### config.mk
export PLATFORM = sky130hd
export DESIGN_NAME = bcd_modulo_counter_flat
export DESIGN_NICKNAME = d
export VERILOG_FILES = /design/src/rtl/bcd_modulo_counter_if.sv /design/src/rtl/bcd_modulo_counter.sv /design/src/flat_wrapper.sv
export SDC_FILE = /design/constraint.sdc
export NUM_CORES = 1
export LEC_CHECK = 0
export CELL_PAD_IN_SITES_DETAIL_PLACEMENT = 1
export CELL_PAD_IN_SITES_GLOBAL_PLACEMENT = 1
export CORE_MARGIN = 2
export CORE_UTILIZATION = 33
export DETAILED_ROUTE_END_ITERATION = 16
export PLACE_DENSITY_LB_ADDON = 0.1
export SYNTH_ARGS = -nofsm -noshare
export SYNTH_HDL_FRONTEND = slang
export SYNTH_SLANG_ARGS = --single-unit
### constraint.sdc
create_clock -name clk -period 1.75 [get_ports clk]
set_input_delay 0.175 -clock clk [delete_from_list [all_inputs] [get_ports clk]]
set_output_delay 0.175 -clock clk [all_outputs]
set_load 0.02 [all_outputs]
### src/rtl/bcd_modulo_counter_if.sv
// ---------------------------------------------------------------------------
// bcd_modulo_counter_if
// Bundles the control, data and status signals of one BCD modulo counter.
//   ena      count enable
//   up       direction, 1 = increment, 0 = decrement
//   clr      synchronous clear to zero
//   load     synchronous load of d
//   d        packed BCD load value, digit 0 in [3:0]
//   q        current count, packed BCD, digit 0 in [3:0]
//   out      combinational terminal count, used to cascade the next stage
//   load_err one-cycle flag following a rejected load
// The master modport drives the controls; the counter sits on the slave side.
// ---------------------------------------------------------------------------
interface bcd_modulo_counter_if #(
    parameter int DIGITS = 2
);
    logic                  ena;
    logic                  up;
    logic                  clr;
    logic                  load;
    logic [4*DIGITS-1:0]   d;
    logic [4*DIGITS-1:0]   q;
    logic                  out;
    logic                  load_err;

    modport master (
        output ena, up, clr, load, d,
        input  q, out, load_err
    );

    modport slave (
        input  ena, up, clr, load, d,
        output q, out, load_err
    );
endinterface

### src/rtl/bcd_modulo_counter.sv
// ---------------------------------------------------------------------------
// bcd_modulo_counter
// Up/down BCD counter cycling through 0..MODULUS-1 with synchronous clear,
// validated synchronous load and a combinational terminal-count output that
// lets a following stage advance on the same edge this stage wraps.
//   clk    system clock, rising edge active
//   reset  asynchronous active-high reset, clears q and load_err
//   bus    slave side of bcd_modulo_counter_if (ena, up, clr, load, d in;
//          q, out, load_err out)
// Parameters: DIGITS (1..4) BCD digits, MODULUS (2..10^DIGITS) count length.
// ---------------------------------------------------------------------------
module bcd_modulo_counter #(
    parameter int DIGITS  = 2,
    parameter int MODULUS = 60
) (
    input  logic                  clk,
    input  logic                  reset,
    bcd_modulo_counter_if.slave   bus
);

    localparam int W = 4 * DIGITS;

    function automatic int pow10(input int n);
        int r;
        r = 1;
        for (int i = 0; i < n; i++) begin
            r = r * 10;
        end
        return r;
    endfunction

    // Elaboration-time constant only: the wrap value written as BCD digits.
    function automatic logic [15:0] constToBcd(input int v);
        logic [15:0] r;
        int rem;
        r   = '0;
        rem = v;
        for (int i = 0; i < 4; i++) begin
            r[4*i +: 4] = 4'(rem % 10);
            rem         = rem / 10;
        end
        return r;
    endfunction

    if (DIGITS < 1 || DIGITS > 4) begin : gBadDigits
        $error("bcd_modulo_counter: DIGITS=%0d outside 1..4", DIGITS);
    end else if (MODULUS < 2 || MODULUS > pow10(DIGITS)) begin : gBadModulus
        $error("bcd_modulo_counter: MODULUS=%0d outside 2..10^DIGITS", MODULUS);
    end

    localparam logic [15:0]  MAX_FULL = constToBcd(MODULUS - 1);
    localparam logic [W-1:0] MAX_BCD  = MAX_FULL[W-1:0];

    logic [W-1:0] qReg;
    logic [W-1:0] qNext;
    logic         errReg;
    logic         errNext;
    logic [W-1:0] incVal;
    logic [W-1:0] decVal;
    logic         carry;
    logic         borrow;
    logic [3:0]   digit;
    logic         dDigitsOk;
    logic         dValid;
    logic         terminal;

    // Ripple carry and borrow chains, one 4-bit digit at a time: a digit
    // rolls 9->0 (or 0->9) and passes the carry/borrow to the next digit.
    always_comb begin
        incVal = '0;
        decVal = '0;
        carry  = 1'b1;
        borrow = 1'b1;
        digit  = '0;
        for (int i = 0; i < DIGITS; i++) begin
            digit = qReg[4*i +: 4];
            if (carry && digit == 4'd9) begin
                incVal[4*i +: 4] = 4'd0;
            end else if (carry) begin
                incVal[4*i +: 4] = digit + 4'd1;
                carry            = 1'b0;
            end else begin
                incVal[4*i +: 4] = digit;
            end
            if (borrow && digit == 4'd0) begin
                decVal[4*i +: 4] = 4'd9;
            end else if (borrow) begin
                decVal[4*i +: 4] = digit - 4'd1;
                borrow           = 1'b0;
            end else begin
                decVal[4*i +: 4] = digit;
            end
        end
    end

    // With every digit at most 9, packed BCD compares in numeric order, so
    // the range check against MAX_BCD is a plain vector compare.
    always_comb begin
        dDigitsOk = 1'b1;
        for (int i = 0; i < DIGITS; i++) begin
            if (bus.d[4*i +: 4] > 4'd9) begin
                dDigitsOk = 1'b0;
            end
        end
    end

    assign dValid   = dDigitsOk && (bus.d <= MAX_BCD);
    assign terminal = bus.up ? (qReg == MAX_BCD) : (qReg == '0);

    // Kept unregistered so a cascaded stage steps on the same edge.
    assign bus.out  = bus.ena & ~bus.clr & ~bus.load & terminal;

    // Next count in priority order clr, load, ena; otherwise hold.
    always_comb begin
        qNext   = qReg;
        errNext = 1'b0;
        if (bus.clr) begin
            qNext = '0;
        end else if (bus.load) begin
            qNext   = dValid ? bus.d : '0;
            errNext = ~dValid;
        end else if (bus.ena) begin
            if (bus.up) begin
                qNext = terminal ? '0 : incVal;
            end else begin
                qNext = terminal ? MAX_BCD : decVal;
            end
        end
    end

    // Count and error flag registers.
    always_ff @(posedge clk or posedge reset) begin
        if (reset) begin
            qReg   <= '0;
            errReg <= 1'b0;
        end else begin
            qReg   <= qNext;
            errReg <= errNext;
        end
    end

    assign bus.q        = qReg;
    assign bus.load_err = errReg;

endmodule
### src/flat_wrapper.sv
// flat-port wrapper written by rule: the top's interface ports become plain ports
module bcd_modulo_counter_flat 
#(
    parameter int DIGITS  = 2,
    parameter int MODULUS = 60
)
  (clk, reset, bus_ena, bus_up, bus_clr, bus_load, bus_d, bus_q, bus_out, bus_load_err);
  bcd_modulo_counter_if #(.DIGITS(DIGITS)) bus_i ();
  input  logic clk;
  input  logic reset;
  input wire logic [$bits(bus_i.ena)-1:0] bus_ena;
  input wire logic [$bits(bus_i.up)-1:0] bus_up;
  input wire logic [$bits(bus_i.clr)-1:0] bus_clr;
  input wire logic [$bits(bus_i.load)-1:0] bus_load;
  input wire logic [$bits(bus_i.d)-1:0] bus_d;
  output wire logic [$bits(bus_i.q)-1:0] bus_q;
  output wire logic [$bits(bus_i.out)-1:0] bus_out;
  output wire logic [$bits(bus_i.load_err)-1:0] bus_load_err;
  assign bus_i.ena = bus_ena;
  assign bus_i.up = bus_up;
  assign bus_i.clr = bus_clr;
  assign bus_i.load = bus_load;
  assign bus_i.d = bus_d;
  assign bus_q = bus_i.q;
  assign bus_out = bus_i.out;
  assign bus_load_err = bus_i.load_err;
  bcd_modulo_counter #(.DIGITS(DIGITS), .MODULUS(MODULUS)) u_core (.clk(clk), .reset(reset), .bus(bus_i));
endmodule
==> impl_results.md, run 1 <==
* Antenna fix cells at 0
* Port bufs at 23
* Initial antenna violation count at 0
* # nets final at about 190
* Final setup fails at 3
* DIE AREA at approximately 3500 µm²
* H-tree Lvls at 1
* Root Driver: clkbuf_4
* Gate Count Post-Synth at approximately 120
* Final hold vios at 0
* Multi-input gate area at slightly below 800 µm²
* FILL cells at approximately 350
* Max Clock Skew at 0.00278 ns
* Vias in the first global route at between 1000 and 1500
* Critical Path RT at 1.57 ns
* Synth unique cells at between 40 and 50
* Layout cells sized above 1 at around two fifths
* Drt pass-1 iters at 4
* Placement Rows at 20
* Critical Path AT at roughly 1.7 ns
* Maximum vdd ir drop at around 0.26 mV
* Async SR Flop Fraction at between 90% and 100%
* Placer Congestion at 0.806
* #FFs+latches synth at 9
* Post-Layout Cell Count at slightly above 200
* Clock Latency Late Sink at 0.27 ns
* Starting DRT DRC Count at 34
* Total GRT Usage at a little over a fifth
* Via/cell ratio at between 5 and 6
* Die Wd at just under 60 µm
* CTS clock-pin slew for the worst setup and hold paths at 0.08 ns
* Post-synth EDFFs at 0
* Placed cells at slightly below 200
* Slew @ Worst Pin at approximately 0.4 ns
* Largest net degree at the start of global routing at 15
* Synth top area cells: dfrtp_1, ha_1, buf_6
* Top FF cell, synth: dfrtp_1
* Critical path class: flip-flop to primary output
* Via Count at between 1000 and 1500
* Starting Density at 34.0%
* FMAX at between 500 and 600 MHz
* Hold WS at around 0.18 ns
* Maxcap violations at 0
* Syn Nets at around 140
* Detailed placement HPWL at around 2700 µm
* PnR worst setup slack at -0.0731 ns
* Syn avg cell area at 8.51 µm²
* Max-slew violation count at 0
* Routed len/inst at 17.3 µm
* Failing checks: setup timing
* Die H at slightly below 60 µm
* Worst Setup Start Kind: flip-flop
* Synth Warn # at 0
* Final period utilization at 104%
* Status: finished with violations
* Antenna Nets Post-Route at 0
* GRT overflow at 0
* Synth-to-Final Area Change at 57.8%
* CTS Buf Count at 3
* Pwr Density at 514 nW/µm²
* DRC violation count after routing at 0
* HP Class: input port to async pin
* CP Max Fanout at 2
* RSZ-0062 raised after global routing: yes
* Final total power at 821 µW
* Setup TNS at -0.120 ns
* Dpl ws at -0.314 ns
* Crit path time final at ~1.8 ns
* CTS tree: done
* Cell Area, Synth at ~1000 µm²
* Core ar. at a little under 3000 µm²
* Post-CTS Hold Fix Bufs at 0
* Cell accounting for the most synthesized area: dfrtp_1
* Sequential cell area at approximately 230 µm²
* Clock sink count at 9
* First-pass GRT wire length at about 5500 µm
* Setup crit end kind: primary output
* I/O pin count at 24
* Worst slew margin at 73.3%
* Total Routed Length at 3520 µm
* Most frequent cells in the layout: buf_4, clkdlybuf4s50_1, nor2_1
* Commonest non-fill, non-tap cell in the layout: buf_4
* Max Root-Sink Buffers at 2
* Top cell type's share of synthesized area at about 22%
* Static Leak at 0.645 nW
* Part of the Yosys area used for sequential elements at about 22%
[layout make-up]
type / instances / share of cell area (%)
Tap cell: 33 / 2.58
Sequential cell: 9 / 14.3
Clock buffer: 4 / 1.64
Multi-Input combinational cell: 93 / 49.6
Inverter: 8 / 1.88
Timing Repair Buffer: 56 / 30.0
[state kept, by name, summed over array words and instances, names as in the netlist]
name,cells
u_core.bus.load_err,1
u_core.bus.q,8
[cell usage after synthesis, types with 2 or more instances]
cell,number
ha_1,8
o31ai_1,2
buf_6,4
a211oi_1,2
xor2_1,2
nand4_1,3
nand2_1,5
nand4b_1,2
xnor2_1,2
nand3b_1,2
nor2_1,9
o21ai_0,2
a21oi_1,5
nand3_1,6
nand2b_1,3
and2_1,2
dfrtp_1,9
clkbuf_1,4
a31oi_1,7
nor2b_1,3
o22ai_1,2
o21ai_1,3
inv_1,8
[timing repair]
| action | CTS | global route |
|---|---|---|
| gates resized for setup | 16 | 11 |
| setup buffers | 3 | 1 |
| pin swaps | 4 | 11 |
| endpoints found under the setup margin | 5 | 7 |
| endpoints found under the hold margin | 0 | 0 |
| gates cloned | 0 | 0 |
[worst paths after layout]
check | start | end | slack [ns] | cells past startpoint
max in group asynchronous | reset | u_core.bus.q[0]$_DFFE_PP0P_ | 1.26 | 2
min in group clk | bus_d[0] | u_core.bus.q[0]$_DFFE_PP0P_ | 0.47 | 3
worst max-delay path | u_core.bus.q[1]$_DFFE_PP0P_ | bus_out | -0.07 | 7
worst max register to register | u_core.bus.q[1]$_DFFE_PP0P_ | u_core.bus.q[5]$_DFFE_PP0P_ | -0.04 | 7
worst min-delay path | reset | u_core.bus.q[5]$_DFFE_PP0P_ | 0.18 | 2
worst min register to register | u_core.bus.q[4]$_DFFE_PP0P_ | u_core.bus.q[4]$_DFFE_PP0P_ | 0.73 | 3
[worst max-delay path: stages (launching register included)]
cell,delay (ns)
dfrtp_2,0.42
inv_2,0.08
ha_4,0.13
nor3b_4,0.20
nand3_2,0.11
o22ai_1,0.15
nor2b_2,0.17
buf_6,0.12
[per-stage QoR]
step | instance area (µm²) | utilization [%]
2_1_floorplan | 1020 | -
3_5_place_dp | 1450 | 48.7
4_1_cts | 1540 | 51.7
5_1_grt | 1600 | 53.7
6_report | 1600 | 53.7
3_3_place_gp | 1450 | 48.7
[per-layer routing]
metal  wire length, µm  track usage (%)
met5                 0                0
met2              1790             35.9
met3                82             2.84
met1              1610             27.4
met4                36             5.19
[report_power, final]
group | switching, mW | internal (mW)
sequential | 0.0100 | 0.221
clock | 0.0896 | 0.0881
combinational | 0.199 | 0.213
[cell families (layout without fill, tap and decap cells)]
kind of cell | Yosys count | in the layout | synth area share (%)
and+or+nand+nor | 43 | 43 | 25.8
DFF | 9 | 9 | 22.3
adders and majority gates | 8 | 8 | 9.89
buffers and inverters | 17 | 68 | 9.39
xor gates and xnor gates | 4 | 4 | 3.46
AOI/OAI and AO/OA | 38 | 38 | 29.2
No activity file was read; power rests on OpenSTA's default activity.
==> run 2, diff against run 1 <==
CAP_MARGIN = 10   (was default)
CTS_CLUSTER_DIAMETER = 100   (was default)
==> results of run 2 <==
The final DEF is identical to that of run 1; final timing and power are the same.
==> run 3, diff against run 2 <==
--- a/config.mk
+++ b/config.mk
@@ -10,5 +10,5 @@
 export CELL_PAD_IN_SITES_GLOBAL_PLACEMENT = 1
 export CORE_MARGIN = 2
-export CORE_UTILIZATION = 33
+export CORE_UTILIZATION = 39
 export CTS_CLUSTER_DIAMETER = 100
 export DETAILED_ROUTE_END_ITERATION = 16
==> constraint.sdc (replaced) <==
create_clock -name clk -period 2.19 [get_ports clk]
set_input_delay 0.3285 -clock clk [delete_from_list [all_inputs] [get_ports clk]]
set_output_delay 0.3285 -clock clk [all_outputs]
set_load 0.02 [all_outputs]
==> impl_results.md, run 3 (synthesized netlist as in run 1, its figures left out) <==
* Antenna Nets Post-Route at 0
* Drt pass-1 iters at 4
* Starting Density at about 41%
* Final total power at between 600 and 700 µW
* Placer Congestion at roughly 0.85
* Max Root-Sink Buffers at 2
* H-tree Lvls at 1
* Starting DRT DRC Count at 16
* Maxcap violations at 0
* Via/cell ratio at between 5 and 6
* # nets final at approximately 180
* Dpl ws at -0.130 ns
* Status: completed
* Layout cells sized above 1 at 23.2%
* HP Class: input port to async pin
* CTS tree: done
* Clock sink count at 9
* Worst Setup Start Kind: flip-flop
* Vias in the first global route at roughly 1000
* Final period utilization at 94.5%
* PnR worst setup slack at ~0.12 ns
* Antenna fix cells at 0
* Routed len/inst at ~17 µm
* Flop-to-flop setup slack at around 0.45 ns
* Total Routed Length at between 3000 and 4000 µm
* Crit path time final at 2.07 ns
* Final setup fails at 0
* Hold WS at between 0.2 and 0.3 ns
* Critical Path AT at between 1.5 and 2 ns
* Placement Rows at 18
* Root Driver: clkbuf_4
* FMAX at 483 MHz
* CTS Buf Count at 3
* DIE AREA at about 3000 µm²
* Initial antenna violation count at 0
* Total GRT Usage at a little under a quarter
* Die Wd at about 55 µm
* Largest net degree at the start of global routing at 16
* Max Clock Skew at a little over 0.0009 ns
* I/O pin count at 24
* Slew @ Worst Pin at between 0.3 and 0.4 ns
* Final hold vios at 0
* Post-CTS Hold Fix Bufs at 0
* First-pass GRT wire length at 4980 µm
* Synth-to-Final Area Change at 38.4%
* Max-slew violation count at 0
* RSZ-0062 raised after global routing: no
* Commonest non-fill, non-tap cell in the layout: clkdlybuf4s50_1
* Most frequent cells in the layout: clkdlybuf4s50_1, buf_4, nor2_1, dfrtp_1, inv_1
* Static Leak at 0.568 nW
* Critical path class: flip-flop to primary output
* Setup TNS at 0 ns
* Pwr Density at between 400 and 500 nW/µm²
* Die H at 54.9 µm
* Maximum vdd ir drop at 0.348 mV
* Clock Latency Late Sink at 0.29 ns
* Core ar. at ~2500 µm²
* GRT overflow at 0
* Critical Path RT at 1.86 ns
* Port bufs at 23
* Largest register FFs at 8
* Worst slew margin at about three quarters
* Setup crit end kind: primary output
* DRC violation count after routing at 0
* CP Max Fanout at 4
* Detailed placement HPWL at between 2000 and 2500 µm
* Via Count at between 1000 and 1500
* CTS clock-pin slew for the worst setup and hold paths at 0.07 ns
==> run 3: final timing paths <==
kind | start | end | cells past startpoint
setup / recovery | u_core.bus.q[1]$_DFFE_PP0P_ | bus_out | 7
hold / removal | reset | u_core.bus.q[4]$_DFFE_PP0P_ | 2
setup reg to reg | u_core.bus.q[0]$_DFFE_PP0P_ | u_core.bus.q[0]$_DFFE_PP0P_ | 7
hold reg to reg | u_core.bus.q[1]$_DFFE_PP0P_ | u_core.bus.q[1]$_DFFE_PP0P_ | 3
max in group asynchronous | reset | u_core.bus.q[2]$_DFFE_PP0P_ | 2
min in group clk | bus_d[0] | u_core.bus.q[0]$_DFFE_PP0P_ | 3
==> run 3: worst max-delay path: stages (launching register included) <==
cell and delay [ns]:
dfrtp_1 0.38, inv_1 0.12, ha_4 0.16, nor3b_4 0.21, nand3_2 0.12, o22ai_2 0.16
nor2b_2 0.16, buf_4 0.14
==> run 3: final cells by class <==
type | instances | area (µm²)
clock buffers | 3 | 22.5
fillers | 306 | 1080
inverters | 8 | 30.0
multi-input cells | 93 | 718
clock inverters | 1 | 5.00
repair buffers | 41 | 363
flip-flops and latches | 9 | 225
well taps | 30 | 37.5
==> run 3: timing repair <==
item | CTS | global route
endpoints found under the setup margin | 1 | 1
endpoints found under the hold margin | 0 | 0
pin swaps | 0 | 2
setup buffers | 0 | 0
resized for setup | 5 | 5
==> run 3: stage by stage <==
step | area, µm² | util, % | instances
finish | 1400 | 56.6 | 185
global route | 1400 | 56.6 | 185
detailed placement | 1350 | 54.5 | 181
CTS | 1380 | 55.7 | 185
global placement | 1350 | 54.5 | 181
floorplan | 1010 | - | 119
==> run 3: layer usage <==
| metal | global-route usage (%) | vias up | part of all wire, % |
|---|---|---|---|
| li1 | - | 519 | - |
| met1 | 31.8 | 483 | 48 |
| met2 | 37.9 | 23 | 47 |
| met3 | 6.45 | 4 | 3.6 |
| met4 | 6.91 | 0 | 0.80 |
| met5 | 0 | - | 0 |
==> run 3: where the power goes <==
group	switching, mW	leakage (nW)	internal, mW
sequential	0.0110	0.121	0.176
combinational	0.134	0.429	0.133
clock	0.0823	0.0177	0.0682
total	0.227	0.568	0.377
